## src/rtl/mem_arbiter.sv

```systemverilog
// Two-port SRAM arbiter: data port A and fetch port B share one async SRAM.
// Define MEM_ARB_RR_EN for round-robin on conflicts (default: A has priority).
module mem_arbiter #(
  parameter int WAIT_CYCLES = 1
) (
  input  logic        clk,
  input  logic        rst,
  input  logic        aReq,
  input  logic        aWrite,
  input  logic [15:0] aAddr,
  input  logic [15:0] aWData,
  output logic [15:0] aRData,
  output logic        aAck,
  input  logic        bReq,
  input  logic [15:0] bAddr,
  output logic [15:0] bRData,
  output logic        bAck,
  output logic [15:0] ramAddr,
  output logic [15:0] ramDataOut,
  input  logic [15:0] ramDataIn,
  output logic        ramDrive,
  output logic        ramCe_n,
  output logic        ramOe_n,
  output logic        ramWe_n,
  output logic        stall
);

  typedef enum logic [1:0] {
    IDLE,
    ACCESS,
    DONE
  } state_t;

  state_t     state;
  logic [2:0] cnt;
  logic       isWrite;
  logic       grantB;
  logic       pickB;
  logic       pickWr;

`ifdef MEM_ARB_RR_EN
  logic lastB;
  assign pickB = bReq & (~aReq | ~lastB);
`else
  assign pickB = bReq & ~aReq;
`endif

  assign pickWr = ~pickB & aWrite;
  assign stall  = (aReq & ~aAck) | (bReq & ~bAck);

  always_ff @(posedge clk or negedge rst) begin
    if (!rst) begin
      state      <= IDLE;
      cnt        <= '0;
      isWrite    <= 1'b0;
      grantB     <= 1'b0;
      aAck       <= 1'b0;
      bAck       <= 1'b0;
      aRData     <= '0;
      bRData     <= '0;
      ramAddr    <= '0;
      ramDataOut <= '0;
      ramDrive   <= 1'b0;
      ramCe_n    <= 1'b1;
      ramOe_n    <= 1'b1;
      ramWe_n    <= 1'b1;
`ifdef MEM_ARB_RR_EN
      lastB      <= 1'b1;
`endif
    end else begin
      unique case (state)
        IDLE: begin
          if (aReq | bReq) begin
            grantB   <= pickB;
            isWrite  <= pickWr;
            ramAddr  <= pickB ? bAddr : aAddr;
            if (pickWr)
              ramDataOut <= aWData;
            cnt      <= 3'(WAIT_CYCLES);
            ramCe_n  <= 1'b0;
            ramOe_n  <= pickWr;
            ramWe_n  <= ~pickWr;
            ramDrive <= pickWr;
`ifdef MEM_ARB_RR_EN
            lastB    <= pickB;
`endif
            state    <= ACCESS;
          end
        end
        ACCESS: begin
          if (cnt != 3'd0) begin
            cnt <= cnt - 3'd1;
          end else begin
            if (!isWrite) begin
              if (grantB)
                bRData <= ramDataIn;
              else
                aRData <= ramDataIn;
            end
            ramCe_n  <= 1'b1;
            ramOe_n  <= 1'b1;
            ramWe_n  <= 1'b1;
            ramDrive <= 1'b0;
            aAck     <= ~grantB;
            bAck     <= grantB;
            state    <= DONE;
          end
        end
        DONE: begin
          aAck  <= 1'b0;
          bAck  <= 1'b0;
          state <= IDLE;
        end
        default: state <= IDLE;
      endcase
    end
  end

endmodule

```

## config.mk

```make
export PLATFORM = sky130hd
export DESIGN_NAME = mem_arbiter
export DESIGN_NICKNAME = d
export VERILOG_FILES = /design/src/rtl/mem_arbiter.sv
export SDC_FILE = /design/constraint.sdc
export NUM_CORES = 1
export LEC_CHECK = 0
export ABC_CLOCK_PERIOD_IN_PS = 5200
export CAP_MARGIN = 15
export CORE_ASPECT_RATIO = 1.5
export CORE_UTILIZATION = 47
export CTS_BUF_LIST = sky130_fd_sc_hd__clkbuf_4 sky130_fd_sc_hd__clkbuf_8
export CTS_CLUSTER_DIAMETER = 50
export DETAILED_ROUTE_END_ITERATION = 6
export PLACE_DENSITY = 0.95
export SLEW_MARGIN = 5
export SYNTH_ARGS = -nofsm -noshare
export SYNTH_HDL_FRONTEND = slang
export SYNTH_SLANG_ARGS = --single-unit
```

## constraint.sdc

```tcl
create_clock -name clk -period 5.2 [get_ports clk]
set_input_delay 1.04 -clock clk [delete_from_list [all_inputs] [get_ports clk]]
set_output_delay 1.04 -clock clk [all_outputs]
set_load 0.01 [all_outputs]
```

Word level (Yosys, flattened, before mapping). Index checks and enable logic that the tools add are counted.

Output and inout port bits: 71. Input bits: 69. Logic and storage cells: 66. Register bits after elaboration: 77.

Equal/unequal tests: 5. Add/sub/neg operators: 1. Reduce and logical (&&, ||, !) cells: 12. Bitwise gates (word level): 14. Muxes and demuxes: 20.

Operators by type and width (number): 2-to-1 mux 16 bit (1); one-hot mux 1 bit (2 select lines) (6); AND reduction 3 bit (3); inverter 1 bit (8); AND reduction 4 bit (2); 2-to-1 mux 1 bit (7); 2-to-1 mux 3 bit (2); inequality test 2 bit, second input constant (3); one-hot mux 3 bit (2 select lines) (1); AND reduction 2 bit (3); bitwise AND 1 bit (4); 2-to-1 mux 2 bit (2); one-hot mux 2 bit (2 select lines) (1); nonzero test 2 bit (2); nonzero test 3 bit (1); subtractor 3 x 1 -> 3 bit, second input constant (1); == test 2 x 1 -> 1 bit, second input constant (1); == test 2 bit, second input constant (1); zero test 2 bit (1); OR 1 bit (2).

Depth between registers and ports, before layout. Gate-level depths: netlist of the first run.

Depth after elaboration: 7. Mapped depth: 7. Depth with buffers taken out: 5.

Worst setup path before layout of the first run. OpenSTA, ideal clock, no wires.

Path kind: input port to output port. Start point: in aReq. End point: out stall. Required time: 4.160 ns. Stages: 2. Arrival: 1.298 ns. Buffers on the path: 0. Slack: 2.862 ns. Cells stage by stage: inv_1 o22ai_1.

Word-level cells in the longest chain between the ends: 2.

Ends and longest elaborated chain: start: declaration (RTL line 8) `input logic aReq,`; bitwise AND 1 bit (RTL line 49) `assign stall = (aReq & ~aAck) | (bReq & ~bAck);`; OR 1 bit (RTL line 49); end: declaration (RTL line 25) `output logic stall`.

Every way passes these cells.

Final worst setup path of the first run. Same ends and word-level chain as after synthesis.

==> impl_metrics.yaml, run 1 <==
setup_path:
  slowest_stage: "clkdlybuf4s50_1"
  max_stage_delay_ns: 0.56
  critical_path_arrival_ns: 2.38
  critPathKind: "input port to output port"
  worstSetupEndpointType: "output port"
  crit_top_cell: "clkdlybuf4s50_1"
  crit_fanout: 6
  startpoint: "aReq"
  r2r_slack_ns: 3.21
  crit_required_ns: 4.16
  crit_chain: "clkdlybuf4s50_1 -> inv_1 -> o22ai_1 -> clkdlybuf4s50_1"
  r2r_start: "cnt[0]"
  cp-start-kind: "input port"
clock_network:
  cts_setup_buffers: 0
  clkLatencyLatePin_ns: 0.34
  cts_tree: "done"
  cts_made_buffers: 9
  cts_sinks: 77
  cts-htree-levels: 3
  cts.repair.resized: 0
  cts.clk_slew.worst_paths_ns: 0.08
  cts_root_buf: "clkbuf_8"
  max-clock-path-buffers: 2
  cts_hold_buffers: 0
routing:
  drt_wl_total_mm: 7.48
  route.detailed.drc: 0
  vias_per_cell: 5.26
  antenna_left: 0
  first_iter_violations: 72
  drt-pass1-iter-count: 4
  num_vias: 2365
  wl_per_cell_um: 16.6
sta:
  worstMarginPinSlew_ns: 0.969
  finalWorstPathRequiredPeriod_ns: 3.42
  setup_violations: 0
  drv_slew: 0
  rsz0062_at_grt: "false"
  skew_ns: 0.00482
  slew_headroom_pct: 35.4
  setup_tns_ns: 0
  clock.fmax_mhz: 293
  period_share_pct: 65.7
  hold_viol: 0
logic_synthesis:
  synth_top_family_by_area: "multiplexers"
  avgSynthCellArea_um2: 13.8
  ys_warn_count: 0
  synthMuxAreaShare_pct: 23.4
  async_reset_ff_share_pct: 100
  synth_fa_ha_area_share_pct: 0.782
  yosys_register_bits: 77
  synth_flop_cell: "dfrtp_1"
  ys_top_cells_by_area: "dfrtp_1 58%, mux2_2 13%, a21oi_1 5.6%"
  synth-simple-area-share_pct: 4.42
  yosysTopAreaCellShare_pct: 57.9
  synth_top_area_cell: "dfrtp_1"
  synth_nets: 302
  syn_area_um2: 3200
  ys_types: 32
  seq_area_frac_synth_pct: 60.3
  synth.most_common_cell: "dfrtp_1"
  synth_xor_area_share_pct: 0
  synth_compound_area_share_pct: 7.98
  synth_edf_count: 0
  synth_common_cells: "74 x dfrtp_1, 38 x mux2_2, 36 x a21oi_1, 17 x mux2i_1, 10 x mux2_4"
  synth_cells: 231
finish:
  diodes: 0
  seq_area_um2: 1930
  n_fill_cell: 437
  stdcell_count: 450
  drive_gt1_share_pct: 19.3
  multi_input_area_um2: 1170
  final_nets: 440
  area_growth_pct: 50.8
global_route:
  grt_first_pass_wirelength_mm: 11.8
  grt_use_total_pct: 21.7
  antenna_found_initial: 0
  grt_pass1_vias: 2431
  grt-ovfl-total: 0
  grt_max_degree: 78
outcome:
  status: "completed"
power_and_ir_drop:
  p_per_area_nw_per_um2: 598
  p_leak_uw: 0.00217
  irDropWorstVdd_uv: 367
die:
  dieWidth_um: 69.4
  row_count: 36
  dieArea_um2: 7150
  core_area_um2: 6530
  initial_core_util_pct: 49.0
  ios: 140
  die_h_um: 103
hold_path:
  worstHoldStart: "ramWe_n"
  hold_path_class: "register to register"
placement:
  dp.final_hpwl_mm: 5.51
  routabilityCongestion: 0.724
  dp_cells: 434
  io_buffers: 139
job:
  drv_cap: 0
[area by class of cell]
type	instances	area share [%]
tap	76	1.97
timing repair buffer	140	28.9
inverter	6	0.467
clock buffer	11	3.14
clock inverter	5	1.19
sequential	77	40.0
multi-input combinational	135	24.3
[where the power goes]
| group | total [uW] | switching, uW | internal, uW |
|---|---|---|---|
| Sequential | 1070 | 169 | 905 |
| Combinational | 1350 | 535 | 812 |
| Clock | 461 | 213 | 249 |
[cells by family (layout without fill, tap and decap cells)]
family | Yosys count | in the layout
muxes | 65 | 65
and+or+nand+nor | 22 | 22
DFF | 77 | 77
buffers and inverters | 19 | 162
AOI/OAI and AO/OA | 46 | 46
adders and majority gates | 2 | 2
[worst paths after layout]
kind,to,cells after the start
worst max-delay path,stall,4
worst min-delay path,ramWe_n,2
worst max register to register,bRData[12],5
worst min register to register,ramWe_n,2
max in group asynchronous,ramDataOut[15],1
min in group asynchronous,aRData[13],1
[metrics by stage]
step                utilization [%]  setup WS [ns]  hold slack (ns)  power [uW]  area [um2]
floorplan                         -           2.86            0.456        1710        3200
global placement               70.7           1.81            0.451        2390        4610
detailed placement             70.7           1.79            0.459        2440        4610
CTS                            73.9           1.79            0.470        2920        4820
global route                   73.9           1.76            0.504        3050        4820
finish                         73.9           1.78            0.468        2880        4820
[placed cells by master, fill, tap and decap left out, types with 3 or more instances in the layout]
master and instances:
inv_1 6, clkbuf_8 11, a21oi_1 36, mux2i_1 17
nand2b_1 3, clkdlybuf4s50_1 138, dfstp_2 3, nand2_1 5
a21o_1 3, nor2_1 3, mux2_4 10, mux2_2 38
dfrtp_1 74
[flip-flops by register name, indices dropped and copies added, names as in the netlist, 2 cells and up]
signal      count
ramAddr        16
aRData         16
cnt             3
bRData         16
state           2
ramDataOut     16
[worst max-delay path: cells and delay by family]
kind,cells,cell delay [ns]
buffers and inverters,3,1.18
AOI/OAI and AO/OA,1,0.17
[per-layer routing]
| metal | routed length, um | vias up | track usage (%) |
|---|---|---|---|
| met1 | 2700 | 1162 | 23.1 |
| li1 | - | 1092 | - |
| met2 | 4110 | 95 | 38.3 |
| met5 | 0 | - | 0 |
| met4 | 175 | 0 | 10.4 |
| met3 | 499 | 16 | 7.82 |
No activity file was read; power rests on OpenSTA's default activity.
==> run 2: changes to the inputs <==
Settings changed: ABC_CLOCK_PERIOD_IN_PS 5200 to 3240, CORE_UTILIZATION 47 to 43, PLACE_DENSITY 0.95 to 0.9.
Clock period 5.2 ns to 3.24 ns, I/O delays scaled along.
==> impl_metrics.yaml, run 2 (same netlist as run 1, synthesis figures left out) <==
finish:
  final_cell_mix: "138 x clkdlybuf4s50_1, 74 x dfrtp_1, 38 x mux2_2"
  layout_commonest_cell: "clkdlybuf4s50_1"
  area_growth_pct: 53.0
  fin_area_um2: 4900
  final_nets: 443
  stdcell_count: 477
  final_util_pct: 67.7
  drive_gt1_share_pct: 19.9
  diodes: 0
setup_path:
  crit_fanout: 6
  critical_path_arrival_ns: 2.02
  worst-path-buf-inv: 3
  max_stage_delay_ns: 0.58
  worstSetupEndpointType: "output port"
  slowest_stage: "clkdlybuf4s50_1"
  crit_family: "buffers and inverters"
  critPathKind: "input port to output port"
  crit_required_ns: 2.59
  crit_top_cell: "clkdlybuf4s50_1"
  crit_chain: "clkdlybuf4s50_1 -> inv_1 -> o22ai_1 -> clkdlybuf4s50_1"
  cp-start-kind: "input port"
clock_network:
  cts_made_buffers: 9
  cts.clk_slew.worst_paths_ns: 0.07
  cts.repair.resized: 0
  cts_tree: "done"
  max-clock-path-buffers: 2
  cts_root_buf: "clkbuf_8"
  cts_hold_buffers: 0
  cts-htree-levels: 3
  clkLatencyLatePin_ns: 0.35
  cts_setup_buffers: 0
  cts_sinks: 77
placement:
  placed_area_um2: 4670
  dp_cells: 461
  dp.final_hpwl_mm: 5.44
  dpl_worst_slack_ns: 0.602
  io_buffers: 139
  routabilityCongestion: 0.744
die:
  dieWidth_um: 72.4
  initial_core_util_pct: 44.3
  dieArea_um2: 7800
  ios: 140
  core_area_um2: 7230
  row_count: 38
  die_h_um: 108
routing:
  drt_wl_total_mm: 7.55
  route.detailed.drc: 0
  first_iter_violations: 158
  wl_per_cell_um: 15.8
  antenna_left: 0
  vias_per_cell: 5.02
  drt-pass1-iter-count: 4
  num_vias: 2396
sta:
  skew_ns: 0.00760
  rsz0062_at_grt: "false"
  clock.fmax_mhz: 375
  layout_setup_ws_ns: 0.576
  setup_tns_ns: 0
  worstMarginPinSlew_ns: 0.953
  setup_violations: 0
  period_share_pct: 82.2
  drv_slew: 0
  finalWorstPathRequiredPeriod_ns: 2.66
  hold_viol: 0
  slew_headroom_pct: 36.4
global_route:
  grt-ovfl-total: 0
  grt_max_degree: 78
  grt_use_total_pct: 20.8
  antenna_found_initial: 0
  grt_pass1_vias: 2606
  grt_first_pass_wirelength_mm: 12.1
hold_path:
  hold_path_class: "input port to async pin"
power_and_ir_drop:
  p_leak_uw: 0.00219
  p_per_area_nw_per_um2: 960
  irDropWorstVdd_uv: 450
outcome:
  status: "completed"
job:
  drv_cap: 0
## run 2: worst register-to-register path: cells and delay by family, from the launching register on
family	cells	cell delay (ns)
muxes	1	0.40
and+or+nand+nor	2	0.81
buffers and inverters	1	0.10
DFF	1	0.38
adders and majority gates	1	0.19
## run 2: area by class of cell
| cell class | count | area [um2] |
|---|---|---|
| clock buffer | 12 | 159 |
| clock inverter | 4 | 70.1 |
| fill | 560 | 2330 |
| inverter | 6 | 22.5 |
| multi-input combinational | 135 | 1170 |
| sequential | 77 | 1930 |
| tap | 100 | 125 |
| timing repair buffer | 143 | 1420 |
## run 2: where the power goes
part           internal [uW]  total [uW]  switching (uW)
Combinational           1310        2150             848
Clock                    482         819             337
Sequential              1450        1730             275
Total                   3240        4700            1460
## run 2: through the flow
step	total power, uW	hold WS, ns
after floorplan	2740	0.352
after global placement	3840	0.451
after global routing	4990	0.521
after CTS	4760	0.473
final	4700	0.448
after detailed placement	3920	0.474
## run 2: per-layer routing
layer  routed length [um]  share of wire (%)  track usage (%)
met1                 2830                 37             22.1
met2                 3970                 53             36.1
met3                  556                7.4             6.93
met4                  196                2.6             10.6
met5                    0                  0                0
## run 2: path summary, 6_finish.rpt
| check | slack, ns | endpoint | from | cells after the start |
|---|---|---|---|---|
| setup reg to reg | 1.25 | bRData[13] | cnt[0] | 5 |
| setup / recovery | 0.58 | stall | aReq | 4 |
| hold reg to reg | 0.49 | ramWe_n | ramWe_n | 2 |
| min in group clk | 0.49 | ramWe_n | ramWe_n | 2 |
| hold / removal | 0.45 | ramAddr[1] | rst | 1 |
| max in group asynchronous | 2.19 | ramAddr[7] | rst | 1 |
